**src/rtl/assert_result_logger_pkg.sv**
```systemverilog
// Shared types, default widths and helpers for the assertion result logger
// and the checker stage that feeds it.
package assert_log_pkg;

    localparam int DEF_CNT_W   = 16;
    localparam int DEF_TS_W    = 32;
    localparam int DEF_DEPTH   = 4;
    localparam int DEF_ALARM_N = 2;

    typedef enum logic [0:0] {
        ST_OK    = 1'b0,
        ST_ALARM = 1'b1
    } alarm_state_e;

    // Counters of any width up to 32 bits pass through this, clamped at max_val.
    function automatic logic [31:0] sat_inc(input logic [31:0] val, input logic [31:0] max_val);
        if (val >= max_val) begin
            return max_val;
        end else begin
            return val + 32'd1;
        end
    endfunction

endpackage

```
**src/rtl/assert_result_logger_if.sv**
```systemverilog
// Check-result input and failure-record readout port of the result logger.
interface assert_result_logger_if
    import assert_log_pkg::*;
#(
    parameter int TS_W = DEF_TS_W
) ();

    logic            chk_vld;
    logic            chk_pass;
    logic            rec_valid;
    logic            rec_ready;
    logic [TS_W-1:0] rec_ts;

    modport master (
        output chk_vld, chk_pass, rec_ready,
        input  rec_valid, rec_ts
    );

    modport slave (
        input  chk_vld, chk_pass, rec_ready,
        output rec_valid, rec_ts
    );

endinterface

```
**src/rtl/assert_result_logger_fifo.sv**
```systemverilog
// Synchronous failure-record FIFO with registered head/valid outputs; a push
// into a full FIFO is accepted when a pop happens on the same edge.
module result_fifo
    import assert_log_pkg::*;
#(
    parameter int DEPTH = DEF_DEPTH,
    parameter int WIDTH = DEF_TS_W
) (
    input  logic             clk,
    input  logic             rst,
    input  logic             push,
    input  logic [WIDTH-1:0] push_data,
    input  logic             pop,
    output logic             drop,
    output logic             out_valid,
    output logic [WIDTH-1:0] head
);

    localparam int AW = $clog2(DEPTH);
    localparam int CW = $clog2(DEPTH + 1);
    localparam logic [CW-1:0] CNT_FULL = CW'(DEPTH);

    logic [WIDTH-1:0] mem_r [DEPTH];
    logic [AW-1:0]    wr_ptr_r;
    logic [AW-1:0]    rd_ptr_r;
    logic [CW-1:0]    cnt_r;

    logic             full_s;
    logic             empty_s;
    logic             pop_s;
    logic             accept_s;
    logic [AW-1:0]    rd_nx_s;
    logic [CW-1:0]    cnt_nx_s;
    logic [WIDTH-1:0] head_nx_s;

    // Next occupancy and next head; a fresh push becomes head when it lands in the next read slot.
    always_comb begin
        full_s    = (cnt_r == CNT_FULL);
        empty_s   = (cnt_r == {CW{1'b0}});
        pop_s     = pop && !empty_s;
        accept_s  = push && (!full_s || pop_s);
        drop      = push && !accept_s;
        rd_nx_s   = pop_s ? (rd_ptr_r + AW'(1'b1)) : rd_ptr_r;
        cnt_nx_s  = cnt_r;
        head_nx_s = mem_r[rd_nx_s];
        if (accept_s && !pop_s) begin
            cnt_nx_s = cnt_r + CW'(1'b1);
        end else if (!accept_s && pop_s) begin
            cnt_nx_s = cnt_r - CW'(1'b1);
        end else begin
            cnt_nx_s = cnt_r;
        end
        if (accept_s && (wr_ptr_r == rd_nx_s)) begin
            head_nx_s = push_data;
        end else begin
            head_nx_s = mem_r[rd_nx_s];
        end
    end

    // Storage, pointers and registered head/valid.
    always_ff @(posedge clk or posedge rst) begin
        if (rst) begin
            for (int i = 0; i < DEPTH; i++) begin
                mem_r[i] <= {WIDTH{1'b0}};
            end
            wr_ptr_r  <= {AW{1'b0}};
            rd_ptr_r  <= {AW{1'b0}};
            cnt_r     <= {CW{1'b0}};
            out_valid <= 1'b0;
            head      <= {WIDTH{1'b0}};
        end else begin
            if (accept_s) begin
                mem_r[wr_ptr_r] <= push_data;
                wr_ptr_r        <= wr_ptr_r + AW'(1'b1);
            end
            rd_ptr_r  <= rd_nx_s;
            cnt_r     <= cnt_nx_s;
            out_valid <= (cnt_nx_s != {CW{1'b0}});
            head      <= head_nx_s;
        end
    end

endmodule

```
**src/rtl/assert_result_logger.sv**
```systemverilog
// Per-cycle assertion outcome logger: saturating pass/fail/drop counters,
// free-running cycle stamp, failure-record FIFO and consecutive-failure alarm.
module assert_result_logger
    import assert_log_pkg::*;
#(
    parameter int CNT_W   = DEF_CNT_W,
    parameter int TS_W    = DEF_TS_W,
    parameter int DEPTH   = DEF_DEPTH,
    parameter int ALARM_N = DEF_ALARM_N
) (
    input  logic                   clk,
    input  logic                   rst,
    input  logic                   clr_alarm,
    assert_result_logger_if.slave  bus,
    output logic [CNT_W-1:0]       pass_cnt,
    output logic [CNT_W-1:0]       fail_cnt,
    output logic [CNT_W-1:0]       drop_cnt,
    output logic                   ovf,
    output logic                   alarm
);

    localparam int RUN_W = $clog2(ALARM_N + 1);
    localparam logic [RUN_W-1:0] RUN_MAX = RUN_W'(ALARM_N);
    localparam logic [CNT_W-1:0] CNT_MAX = {CNT_W{1'b1}};

    logic [TS_W-1:0]  cyc_r;
    logic [RUN_W-1:0] run_r;
    alarm_state_e     state_r;

    logic sample_pass_s;
    logic sample_fail_s;
    logic pop_s;
    logic drop_s;

    assign sample_pass_s = bus.chk_vld && bus.chk_pass;
    assign sample_fail_s = bus.chk_vld && !bus.chk_pass;
    assign pop_s         = bus.rec_valid && bus.rec_ready;

    result_fifo #(
        .DEPTH (DEPTH),
        .WIDTH (TS_W)
    ) u_fifo (
        .clk       (clk),
        .rst       (rst),
        .push      (sample_fail_s),
        .push_data (cyc_r),
        .pop       (pop_s),
        .drop      (drop_s),
        .out_valid (bus.rec_valid),
        .head      (bus.rec_ts)
    );

    // Cycle stamp and saturating result counters.
    always_ff @(posedge clk or posedge rst) begin
        if (rst) begin
            cyc_r    <= {TS_W{1'b0}};
            pass_cnt <= {CNT_W{1'b0}};
            fail_cnt <= {CNT_W{1'b0}};
            drop_cnt <= {CNT_W{1'b0}};
            ovf      <= 1'b0;
        end else begin
            cyc_r <= cyc_r + TS_W'(1'b1);
            if (sample_pass_s) begin
                pass_cnt <= CNT_W'(sat_inc(32'(pass_cnt), 32'(CNT_MAX)));
            end
            if (sample_fail_s) begin
                fail_cnt <= CNT_W'(sat_inc(32'(fail_cnt), 32'(CNT_MAX)));
            end
            if (drop_s) begin
                drop_cnt <= CNT_W'(sat_inc(32'(drop_cnt), 32'(CNT_MAX)));
                ovf      <= 1'b1;
            end
        end
    end

    // Alarm FSM; a clear wins over a same-cycle fail, which still seeds the next run.
    always_ff @(posedge clk or posedge rst) begin
        if (rst) begin
            state_r <= ST_OK;
            run_r   <= {RUN_W{1'b0}};
            alarm   <= 1'b0;
        end else if (clr_alarm) begin
            state_r <= ST_OK;
            run_r   <= sample_fail_s ? RUN_W'(1'b1) : {RUN_W{1'b0}};
            alarm   <= 1'b0;
        end else begin
            case (state_r)
                ST_OK: begin
                    if (run_r >= RUN_MAX) begin
                        state_r <= ST_ALARM;
                        alarm   <= 1'b1;
                    end else if (sample_fail_s) begin
                        run_r <= run_r + RUN_W'(1'b1);
                        if ((run_r + RUN_W'(1'b1)) >= RUN_MAX) begin
                            state_r <= ST_ALARM;
                            alarm   <= 1'b1;
                        end
                    end else if (sample_pass_s) begin
                        run_r <= {RUN_W{1'b0}};
                    end
                end
                ST_ALARM: begin
                    alarm <= 1'b1;
                end
                default: begin
                    state_r <= ST_OK;
                    run_r   <= {RUN_W{1'b0}};
                    alarm   <= 1'b0;
                end
            endcase
        end
    end

endmodule
```
**src/flat_wrapper.sv**
```systemverilog
// flat-port wrapper written by rule: the top's interface ports become plain ports
module assert_result_logger_flat import assert_log_pkg::*;
#(
    parameter int CNT_W   = DEF_CNT_W,
    parameter int TS_W    = DEF_TS_W,
    parameter int DEPTH   = DEF_DEPTH,
    parameter int ALARM_N = DEF_ALARM_N
)
  (clk, rst, clr_alarm, pass_cnt, fail_cnt, drop_cnt, ovf, alarm, bus_chk_vld, bus_chk_pass, bus_rec_ready, bus_rec_valid, bus_rec_ts);
  assert_result_logger_if #(.TS_W(TS_W)) bus_i ();
  input  logic clk;
  input  logic rst;
  input  logic clr_alarm;
  output logic [CNT_W-1:0] pass_cnt;
  output logic [CNT_W-1:0] fail_cnt;
  output logic [CNT_W-1:0] drop_cnt;
  output logic ovf;
  output logic alarm;
  input wire logic [$bits(bus_i.chk_vld)-1:0] bus_chk_vld;
  input wire logic [$bits(bus_i.chk_pass)-1:0] bus_chk_pass;
  input wire logic [$bits(bus_i.rec_ready)-1:0] bus_rec_ready;
  output wire logic [$bits(bus_i.rec_valid)-1:0] bus_rec_valid;
  output wire logic [$bits(bus_i.rec_ts)-1:0] bus_rec_ts;
  assign bus_i.chk_vld = bus_chk_vld;
  assign bus_i.chk_pass = bus_chk_pass;
  assign bus_i.rec_ready = bus_rec_ready;
  assign bus_rec_valid = bus_i.rec_valid;
  assign bus_rec_ts = bus_i.rec_ts;
  assert_result_logger #(.CNT_W(CNT_W), .TS_W(TS_W), .DEPTH(DEPTH), .ALARM_N(ALARM_N)) u_core (.clk(clk), .rst(rst), .clr_alarm(clr_alarm), .bus(bus_i), .pass_cnt(pass_cnt), .fail_cnt(fail_cnt), .drop_cnt(drop_cnt), .ovf(ovf), .alarm(alarm));
endmodule
```
**config.mk**
```make
export PLATFORM = sky130hd
export DESIGN_NAME = assert_result_logger_flat
export DESIGN_NICKNAME = d
export VERILOG_FILES = /design/src/rtl/assert_result_logger_pkg.sv /design/src/rtl/assert_result_logger_if.sv /design/src/rtl/assert_result_logger_fifo.sv /design/src/rtl/assert_result_logger.sv /design/src/flat_wrapper.sv
export SDC_FILE = /design/constraint.sdc
export NUM_CORES = 1
export LEC_CHECK = 0
export ABC_AREA = 1
export CORE_MARGIN = 1
export CORE_UTILIZATION = 38
export CTS_BUF_LIST = sky130_fd_sc_hd__clkbuf_8
export CTS_CLUSTER_SIZE = 24
export DETAILED_ROUTE_END_ITERATION = 10
export PLACE_DENSITY = 0.6
export RECOVER_POWER = 100
export SLEW_MARGIN = 20
export SYNTH_ARGS = -nofsm -noshare
export SYNTH_HDL_FRONTEND = slang
export SYNTH_SLANG_ARGS = --single-unit
```
**constraint.sdc**
```tcl
create_clock -name clk -period 9.8 [get_ports clk]
set_input_delay 1.47 -clock clk [delete_from_list [all_inputs] [get_ports clk]]
set_output_delay 1.47 -clock clk [all_outputs]
set_load 0.02 [all_outputs]
```
==> results.cfg <==
[clocking]
cts_resized = 0
cts_hold_buf = 0
htreeDepth = 2
clk_pin_slew_ps = 60
cts_tree = built
clock_latency_ps = 550
numCtsBuffers = 47
cts-root-buf = clkbuf_8
clkSinkCount = 253
cts_setup_buffers = 0
clockBufferDepth = 3

[synth]
synth-seq-cells = 253
yosysUniqueCellTypes = 33
netlist_area_mm2 = 0.0125
synth-main-ff-cell = dfrtp_1
async_reset_ff_share_pct = 100
synth.net_count = 1569
ys_seq_area_share_pct = 50.8
postSynthCellCount = 1550
yosys_warnings = 0
avgSynthCellArea_um2 = 8.04
synth-edff-count = 0

[detailed_routing]
vias = 10077
ant_nets = 0
avgViaCountPerCell = 4.81
drt_iter0_drc = 497
wire_per_inst_um = 14.4
totalWireLength_um = 30100
drc_errors = 0
dr.pass1.iters = 8

[placed_design]
place_hpwl_um = 19100
preCtsSetupSlack_ps = 4210
routabilityCongestion = 0.846
place.port_buffers = 88

[power_and_ir_drop]
power_frac_comb_pct = 34.8
p_int_w = 0.00209
power_leakage_nw = 7.11
switching_power_w = 0.00135
sw_frac_of_total_pct = 39.2
clockPowerShare_pct = 27.4
finalPower_w = 0.00344
powerDensity_mw_per_mm2 = 239
seqPwrFrac_pct = 37.9
ir_drop_uv = 126

[cells_and_area]
nets = 1646
post_route_cells_drive_above_1_share_pct = 5.79
layout_common_cells = nand2_1 (450), dfrtp_1 (253), inv_1 (218), nand3_1 (186), o21ai_0 (144)
final_common_cell = nand2_1
antenna_cells = 0
syn2layout_area_growth_pct = 15.5

[outcome]
outcome = finished with violations
violations = max-capacitance violations, max-slew violations

[timing]
max_freq_mhz = 143
final.setup.tns_ps = 0
period_share_pct = 71.4
rsz0062_at_grt = no
worst_slack_ps = 2800
period_minus_slack_ps = 7000
finalMaxSlewViolations = 543
slew_headroom_pct = -226
hold_viol_final = 0
final-setup-viol-count = 0
worst_pin_slew_ps = 4860
skew_ps = 16.6

[floorplan]
num_rows = 65
die_area_mm2 = 0.0335
core_mm2 = 0.0319
die_w_um = 183
start_util_pct = 39.1
die_h_um = 183
ios = 89

[global_routing]
antenna_found_initial = 0
grt_max_degree = 106
first_global_vias = 9784
grt_usage_pct = 18.4
grt_pass1_wl_um = 50200
grt_overflow = 0

[worst_setup_path]
crit_type = in2reg
critical_path_arrival_ps = 7430
startpoint_type = input pin
cp_data_required_time_ps = 10220
crit_fanout = 34
cp-end-kind = flip-flop

[job]
maxCapViolations = 9

[min_path]
holdCritPathClass = reg2reg
==> worst paths after layout <==
| check | start | endpoint | slack, ps | depth (start not counted) |
|---|---|---|---|---|
| min in group asynchronous | rst | u_core.pass_cnt[3]$_DFFE_PP0P_ | 2860 | 2 |
| max | bus_rec_ready | u_core.u_fifo.head[14]$_DFF_PP0_ | 2800 | 10 |
| min reg2reg | u_core.ovf$_DFFE_PP0P_ | u_core.ovf$_DFFE_PP0P_ | 470 | 1 |
| max in group asynchronous | rst | u_core.u_fifo.mem_r[109]$_DFFE_PP0P_ | 3620 | 3 |
| max reg2reg | u_core.u_fifo.cnt_r[0]$_DFF_PP0_ | u_core.u_fifo.head[14]$_DFF_PP0_ | 3610 | 10 |
| min | u_core.ovf$_DFFE_PP0P_ | u_core.ovf$_DFFE_PP0P_ | 470 | 1 |
==> power by group through the flow <==
stage | Clock, W | Combinational [W] | Sequential [W]
final | 0.000941 | 0.00120 | 0.00130
after CTS | 0.000972 | 0.00124 | 0.00131
after floorplan | 0 | 0.000803 | 0.00138
after global placement | 0 | 0.00121 | 0.00132
after global routing | 0.00102 | 0.00135 | 0.00132
after detailed placement | 0 | 0.00124 | 0.00132
==> synth_stat cells, types with 8 or more instances <==
cell type / number / area [um2]
nand2_1: 444 / 1670
dfrtp_1: 253 / 6330
inv_1: 196 / 736
nand3_1: 184 / 921
o21ai_0: 144 / 721
nor2_1: 65 / 244
xor2_1: 38 / 333
buf_2: 36 / 180
nand3b_1: 36 / 270
nand4_1: 22 / 138
clkbuf_1: 21 / 78.8
nor3_1: 19 / 95.1
ha_1: 13 / 163
nand2_2: 13 / 81.3
nand3_2: 9 / 90.1
or2_2: 8 / 50.1
xnor2_1: 8 / 70.1
==> routing by layer <==
layer  GRT usage [%]  up-vias  wire (um)
met2            29.0      195      13300
met5               0        -          0
met4            5.80        0        648
met1            26.0     4754      14900
li1                -     5072          -
met3            2.74       56       1230
==> cell families (layout without fill, tap and decap cells) <==
kind of cell,Yosys count,count (layout),share of synthesized area [%]
DFF,253,253,50.8
AOI/OAI and AO/OA,154,154,6.24
buffers and inverters,266,375,8.67
xor gates and xnor gates,46,46,3.23
muxes,1,1,0.0803
and+or+nand+nor,817,817,29.7
adders and majority gates,13,13,1.30
==> per-stage QoR <==
stage | instance area (um2) | util [%] | hold WS [ps] | instances
3_3_place_gp | 13600 | 42.7 | 455 | 2012
6_report | 14400 | 45.2 | 469 | 2094
5_1_grt | 14400 | 45.2 | 494 | 2094
4_1_cts | 14500 | 45.3 | 475 | 2093
2_1_floorplan | 12500 | - | 444 | 1550
3_5_place_dp | 13600 | 42.7 | 462 | 2012
==> worst max-delay path: stages <==
cell and delay, ps:
clkdlybuf4s50_1 460, nand2_1 120, inv_2 130, nand3_1 1160, nand3_1 450, nand2_1 90, nor2_1 1680, nand2_1 1460
nand2_1 280, nand2_1 90
==> flip-flops by register name, indices dropped and copies added (netlist names), 2 cells and up <==
register / cells
u_core.pass_cnt: 16
u_core.u_fifo.head: 32
u_core.cyc_r: 32
u_core.fail_cnt: 16
u_core.u_fifo.wr_ptr_r: 2
u_core.u_fifo.mem_r: 128
u_core.u_fifo.cnt_r: 3
u_core.drop_cnt: 16
u_core.u_fifo.rd_ptr_r: 2
u_core.run_r: 2
==> cell type report <==
cell class	count	area, um2
clock buffers	51	702
clock inverters	30	150
fillers	3245	17500
inverters	202	759
multi-input cells	1031	4990
flip-flops and latches	253	6330
well taps	435	544
repair buffers	92	925
No activity file was read; power rests on OpenSTA's default activity.
